### config.mk
export PLATFORM = sky130hd
export DESIGN_NAME = apb_master_bridge
export DESIGN_NICKNAME = d
export VERILOG_FILES = /design/src/rtl/apb_pkg.sv /design/src/rtl/apb_master_bridge.sv
export SDC_FILE = /design/constraint.sdc
export NUM_CORES = 1
export LEC_CHECK = 0
export ABC_CLOCK_PERIOD_IN_PS = 1650
export BUFFER_PORTS_ARGS = -buffer_cell sky130_fd_sc_hd__buf_2
export CELL_PAD_IN_SITES_DETAIL_PLACEMENT = 0
export CELL_PAD_IN_SITES_GLOBAL_PLACEMENT = 2
export CORE_UTILIZATION = 24
export DETAILED_ROUTE_END_ITERATION = 7
export PLACE_DENSITY_LB_ADDON = 0.1
export REMOVE_ABC_BUFFERS = 1
export SLEW_MARGIN = 20
export SYNTH_ARGS = -nofsm -noshare
export SYNTH_HDL_FRONTEND = slang
export SYNTH_SLANG_ARGS = --single-unit
### constraint.sdc
create_clock -name pclk -period 1.65 [get_ports pclk]
set_input_delay 0.33 -clock pclk [delete_from_list [all_inputs] [get_ports pclk]]
set_output_delay 0.33 -clock pclk [all_outputs]
set_load 0.02 [all_outputs]
### src/rtl/apb_pkg.sv
// apb_pkg: shared APB3 requester state, command and response types.
package apb_pkg;
  localparam int APB_DATA_WIDTH = 32;
  localparam int APB_ADDR_WIDTH = 32;
  typedef enum logic [1:0] {APB_IDLE, APB_SETUP, APB_ACCESS} apb_state_e;
  typedef struct packed {
    logic                      write;
    logic [APB_ADDR_WIDTH-1:0] addr;
    logic [APB_DATA_WIDTH-1:0] wdata;
  } apb_cmd_t;
  typedef struct packed {
    logic [APB_DATA_WIDTH-1:0] rdata;
    logic                      slverr;
    logic                      timeout;
  } apb_rsp_t;
endpackage

### src/rtl/apb_master_bridge.sv
// apb_master_bridge: valid/ready command stream to APB3 SETUP/ACCESS transfers with PREADY timeout.
module apb_master_bridge
  import apb_pkg::*;
#(
  parameter int DATA_WIDTH     = APB_DATA_WIDTH,
  parameter int ADDR_WIDTH     = APB_ADDR_WIDTH,
  parameter int TIMEOUT_CYCLES = 16
) (
  input  logic                  pclk,
  input  logic                  preset,
  input  logic                  cmd_valid,
  output logic                  cmd_ready,
  input  logic                  cmd_write,
  input  logic [ADDR_WIDTH-1:0] cmd_addr,
  input  logic [DATA_WIDTH-1:0] cmd_wdata,
  output logic                  rsp_valid,
  output logic [DATA_WIDTH-1:0] rsp_rdata,
  output logic                  rsp_slverr,
  output logic                  rsp_timeout,
  output logic                  psel,
  output logic                  penable,
  output logic                  pwrite,
  output logic [ADDR_WIDTH-1:0] paddr,
  output logic [DATA_WIDTH-1:0] pwdata,
  input  logic [DATA_WIDTH-1:0] prdata,
  input  logic                  pready,
  input  logic                  pslverr
);
  localparam int CW = TIMEOUT_CYCLES > 0 ? $clog2(TIMEOUT_CYCLES + 1) : 1;
  localparam logic [CW-1:0] LAST = CW'(TIMEOUT_CYCLES - 1);
  apb_state_e r_state, w_next;
  logic [CW-1:0] r_cnt;
  logic r_pwrite, r_rsp_valid, r_rsp_slverr, r_rsp_timeout;
  logic [ADDR_WIDTH-1:0] r_paddr;
  logic [DATA_WIDTH-1:0] r_pwdata, r_rsp_rdata;
  logic w_access, w_done, w_abort, w_accept;
  assign w_access  = r_state == APB_ACCESS;
  assign w_done    = w_access && pready;
  // Abort only while the slave is still stalling; a same-cycle pready wins.
  assign w_abort   = (TIMEOUT_CYCLES > 0) && w_access && !pready && r_cnt == LAST;
  assign cmd_ready = r_state == APB_IDLE || w_done;
  assign w_accept  = cmd_valid && cmd_ready;
  assign psel      = r_state != APB_IDLE;
  assign penable   = w_access;
  assign pwrite    = r_pwrite;
  assign paddr     = r_paddr;
  assign pwdata    = r_pwdata;
  assign rsp_valid   = r_rsp_valid;
  assign rsp_rdata   = r_rsp_rdata;
  assign rsp_slverr  = r_rsp_slverr;
  assign rsp_timeout = r_rsp_timeout;
  always_comb begin
    w_next = r_state;
    case (r_state)
      APB_IDLE:   w_next = w_accept ? APB_SETUP : APB_IDLE;
      APB_SETUP:  w_next = APB_ACCESS;
      APB_ACCESS: w_next = w_done ? (cmd_valid ? APB_SETUP : APB_IDLE) : (w_abort ? APB_IDLE : APB_ACCESS);
      default:    w_next = APB_IDLE;
    endcase
  end
  always_ff @(posedge pclk) begin
    if (preset) begin
      r_state       <= APB_IDLE;
      r_cnt         <= '0;
      r_pwrite      <= 1'b0;
      r_paddr       <= '0;
      r_pwdata      <= '0;
      r_rsp_valid   <= 1'b0;
      r_rsp_rdata   <= '0;
      r_rsp_slverr  <= 1'b0;
      r_rsp_timeout <= 1'b0;
    end else begin
      r_state <= w_next;
      if (w_accept) begin
        r_pwrite <= cmd_write;
        r_paddr  <= cmd_addr;
        r_pwdata <= cmd_write ? cmd_wdata : '0;
      end
      r_cnt         <= (w_access && !pready) ? r_cnt + 1'b1 : '0;
      r_rsp_valid   <= w_done || w_abort;
      r_rsp_rdata   <= (w_done && !r_pwrite) ? prdata : '0;
      r_rsp_slverr  <= w_abort || (w_done && pslverr);
      r_rsp_timeout <= w_abort;
    end
  end
endmodule

### Yosys cells after proc, flatten, opt, wreduce, memory -nomap -nowiden

Index checks and enable logic that the tools add are counted.

* reduce and logical (&&, ||, !) cells: 15
* bitwise logic cells: 2
* eq/ne operators: 3
* add/sub/neg operators: 1
* muxes and demuxes: 6

Operators by type and width (number)
* $mux W32: 1
* $logic_and A1 B1 Y1: 6
* $pmux W2 S3: 1
* $add A5 B1 Y5 const B: 1
* $eq A5 B4 Y1 const B: 1
* $mux W2: 2
* $reduce_or A2 Y1: 2
* $logic_or A1 B1 Y1: 3
* $eq A2 B1 Y1 const B: 1
* $eq A2 B2 Y1 const B: 1
* $logic_not A1 Y1: 2
* $logic_not A2 Y1: 1
* $mux W1: 2
* $not A1 Y1: 2
* $reduce_bool A2 Y1: 1

* logic and storage cells: 36
* flip-flop bits (word level): 107
* output and inout port bits: 103
* input port bits: 102

### Longest topological paths before layout

* word-level depth: 6
* gate-level depth with buffers: 6
* mapped depth without buffers: 6

### Worst setup path before layout

Ideal clock, no wire load.

* path kind: register -> output
* start point: register r_state[1]
* end point: output cmd_ready
* data arrival time: 1.073 ns
* path buffers: 2
* slack: 0.247 ns
* required time: 1.320 ns
* stages on the path, launching flop included: 5
* cells stage by stage: dfxtp_1 -> nor2b_2 -> buf_4 -> buf_4 -> nor2_1

* word-level cells in the longest chain between the ends: 3
* elaborated cells between the ends (all ways): 4
* those cells by class: eq/ne: 1; reduce/logical: 3

RTL lines
* from (decl): line apb_master_bridge.sv:31 `apb_state_e r_state, w_next;`
* from (signal assigned): line apb_master_bridge.sv:73 `r_state <= w_next;`
* $eq A2 B2 Y1: line apb_master_bridge.sv:37 `assign w_access = r_state == APB_ACCESS;`
* $logic_and A1 B1 Y1: line apb_master_bridge.sv:38 `assign w_done = w_access && pready;`
* $logic_or A1 B1 Y1 *: line apb_master_bridge.sv:41 `assign cmd_ready = r_state == APB_IDLE || w_done;`
* to (decl): line apb_master_bridge.sv:12 `output logic cmd_ready,`

Every way passes the cells marked *; elsewhere a longest branch is shown, timed or not.

### Worst setup path in the final report

Same ends and word-level chain as after synthesis.

==> impl_metrics.env <==
export IMPL_status="finished, final reports clean"
export IMPL_gp_congestion=0.680
export IMPL_seq_area_mm2=0.00214
export IMPL_synthMuxAreaShare_pct=0.264
export IMPL_clkPwrFrac_pct=37.6
export IMPL_core_area_mm2=0.0153
export IMPL_critPathCaptureType="output pin"
export IMPL_path_max_fanout=6
export IMPL_wire_per_inst_um=15.1
export IMPL_nFillCells=1674
export IMPL_dr_pass1_iters=4
export IMPL_synth_ff_type="dfxtp_1"
export IMPL_synth_seq_area_share_pct=56.6
export IMPL_synth_avg_cell_area_um2=9.23
export IMPL_hold_viol=0
export IMPL_peakVddDrop_v=0.000439
export IMPL_fmax_ghz=0.655
export IMPL_area_growth_pct=40.7
export IMPL_fin_area_mm2=0.00533
export IMPL_die_area_mm2=0.0163
export IMPL_ys_top_cells_by_count="107 x dfxtp_1, 66 x a21oi_1, 34 x and2_1, 34 x nand3_1, 34 x o21ai_0"
export IMPL_cts_root_buf="clkbuf_16"
export IMPL_rows=45
export IMPL_max_cap_violations=0
export IMPL_netlist_area_mm2=0.00378
export IMPL_clk_latency_ns=0.35
export IMPL_fin_crit_ns=1.53
export IMPL_netlist_top_cells_area="dfxtp_1 57%, a21oi_1 8.7%, and2_1 5.6%"
export IMPL_placed_area_mm2=0.00504
export IMPL_routed_wl_um=12200
export IMPL_internal_power_uw=3970
export IMPL_portBuffers=204
export IMPL_via_per_inst=4.52
export IMPL_final_antenna_net_count=0
export IMPL_ys_types=27
export IMPL_fin_crit_sh_pct=92.5
export IMPL_holdWs_ns=0.173
export IMPL_powerDensity_mw_per_mm2=1020
export IMPL_start_util_pct=24.7
export IMPL_start_kind="flop"
export IMPL_drc_errors=0
export IMPL_synth_top_area_share_pct=56.6
export IMPL_worst_setup_path_type="reg2out"
export IMPL_min_path_type="in2reg"
export IMPL_async_flop_share_pct=0
export IMPL_power_frac_seq_pct=50.0
export IMPL_grt_pass1_wl_um=18500
export IMPL_ioPinCount=205
export IMPL_switchingPower_uw=1470
export IMPL_antenna_found_initial=0
export IMPL_post_place_ws_ns=0.254
export IMPL_yosys_area_top_type="dfxtp_1"
export IMPL_p_leak_uw=0.00242
export IMPL_cts_made_buffers=9
export IMPL_netlist_instances=410
export IMPL_fin_tns_setup_ns=0
export IMPL_antenna_cells=0
export IMPL_multi_input_area_mm2=0.00144
export IMPL_drtIter0Drc=98
export IMPL_yosysWarnings=0
export IMPL_grt_pass1_vias=3468
export IMPL_die_w_um=128
export IMPL_combPwrFrac_pct=12.4
export IMPL_cts_buffer_depth=2
export IMPL_cts_tree="built"
export IMPL_worst_slew_pin_slew_ns=0.345
export IMPL_clkTransAtPathRegs_ns=0.07
export IMPL_synth_adder_area_share_pct=0.661
export IMPL_synth_edf_count=0
export IMPL_setup_viol=0
export IMPL_grt_max_degree=67
export IMPL_vias=3654
export IMPL_synth_compound_area_share_pct=17.3
export IMPL_synth_simple_area_share_pct=18.6
export IMPL_htreeDepth=3
export IMPL_drive_gt1_share_pct=39.8
export IMPL_relSlewSlack_pct=77.0
export IMPL_ys_seq_elements=107
export IMPL_fin_skew_ns=0.00467
export IMPL_setup_slack_ns=0.124
export IMPL_fin_nets=697
export IMPL_synth_xor_xnor_area_share_pct=0.463
export IMPL_die_height_um=128
export IMPL_dp_hpwl_um=8220
export IMPL_yosysMostFrequentCell="dfxtp_1"
export IMPL_maxSlewViolCount=0
export IMPL_cts_sinks=107
export IMPL_synth_top_family_by_area="simple AND/OR/NAND/NOR gates"
export IMPL_p_sw_share_pct=27.0
export IMPL_grtUsageTotal_pct=14.9
export IMPL_rsz0062_at_grt="false"
export IMPL_layoutNonFillerInstCount=809
export IMPL_grt_overflow=0
export IMPL_place_inst=793
export IMPL_required_ns=1.32
export IMPL_cp_arrival_ns=1.20
[worst max-delay path, cell delays in order, from the launching register on]
cell and delay (ns):
dfxtp_1 0.42, nor2b_4 0.21, nor2_1 0.05, buf_2 0.16
[routing by layer]
metal / up-vias / track usage, % / part of all wire, %
met5: - / 0 / 0
met4: 0 / 8.58 / 3.1
met3: 26 / 3.81 / 6.2
met2: 111 / 24.9 / 48
met1: 1704 / 17.3 / 42
li1: 1813 / - / -
[final timing paths]
check,startpoint,end,slack (ns),cells after the start
worst max-delay path,r_state[1]$_SDFF_PP0_,cmd_ready,0.12,3
worst min-delay path,prdata[11],rsp_rdata[11]$_SDFF_PP0_,0.17,2
worst max register to register,r_cnt[0]$_SDFF_PP0_,r_state[1]$_SDFF_PP0_,0.35,6
worst min register to register,r_cnt[0]$_SDFF_PP0_,r_cnt[0]$_SDFF_PP0_,0.46,1
[registers in the layout (all words and copies together) (netlist names)]
register and cells:
paddr 32, pwdata 32, rsp_rdata 32, r_cnt 5, r_state 2, pwrite 1, rsp_slverr 1, rsp_timeout 1
rsp_valid 1
[layout make-up]
cell class	count	area share [%]
clock buffer	9	4.23
clock inverter	7	1.03
inverter	2	0.141
multi-input combinational	258	27.0
sequential	107	40.2
tap	211	4.96
timing repair buffer	215	22.4
[power by group through the flow]
stage | Combinational [µW] | Sequential, µW | Clock [µW]
6_report | 673 | 2720 | 2050
5_1_grt | 732 | 2730 | 2230
4_1_cts | 683 | 2720 | 2150
3_5_place_dp | 682 | 2780 | 0
3_3_place_gp | 680 | 2780 | 0
2_1_floorplan | 194 | 2880 | 0
[cells by family (layout without fill, tap and decap cells)]
logic type | after synthesis | count (layout)
simple gates | 122 | 122
mux | 1 | 1
flops | 107 | 107
compound gates | 131 | 131
xor+xnor | 2 | 2
buf+inv | 45 | 233
fa+ha+maj | 2 | 2
[cells in the final DEF, fill, tap and decap left out, drive strengths merged, types with 3 or more instances in the layout]
master / instances
dfxtp: 107
nand2b: 3
buf: 215
clkbuf: 9
a21oi: 66
o21ai: 65
clkinv: 5
nand3: 34
and2: 34
nand4: 32
nor3: 4
nor2b: 3
nor2: 7
[repair_timing]
action / CTS / global route
setup endpoints to repair: 1 / 0
gates resized for setup: 1 / 0
hold buffers: 0 / 0
setup buffers: 0 / 0
[metrics by stage]
step           util [%]  power (µW)
2_1_floorplan         -        3080
3_3_place_gp       32.9        3460
3_5_place_dp       32.9        3460
4_1_cts            34.8        5550
5_1_grt            34.8        5700
6_report           34.8        5440
No activity file was read; power rests on OpenSTA's default activity.
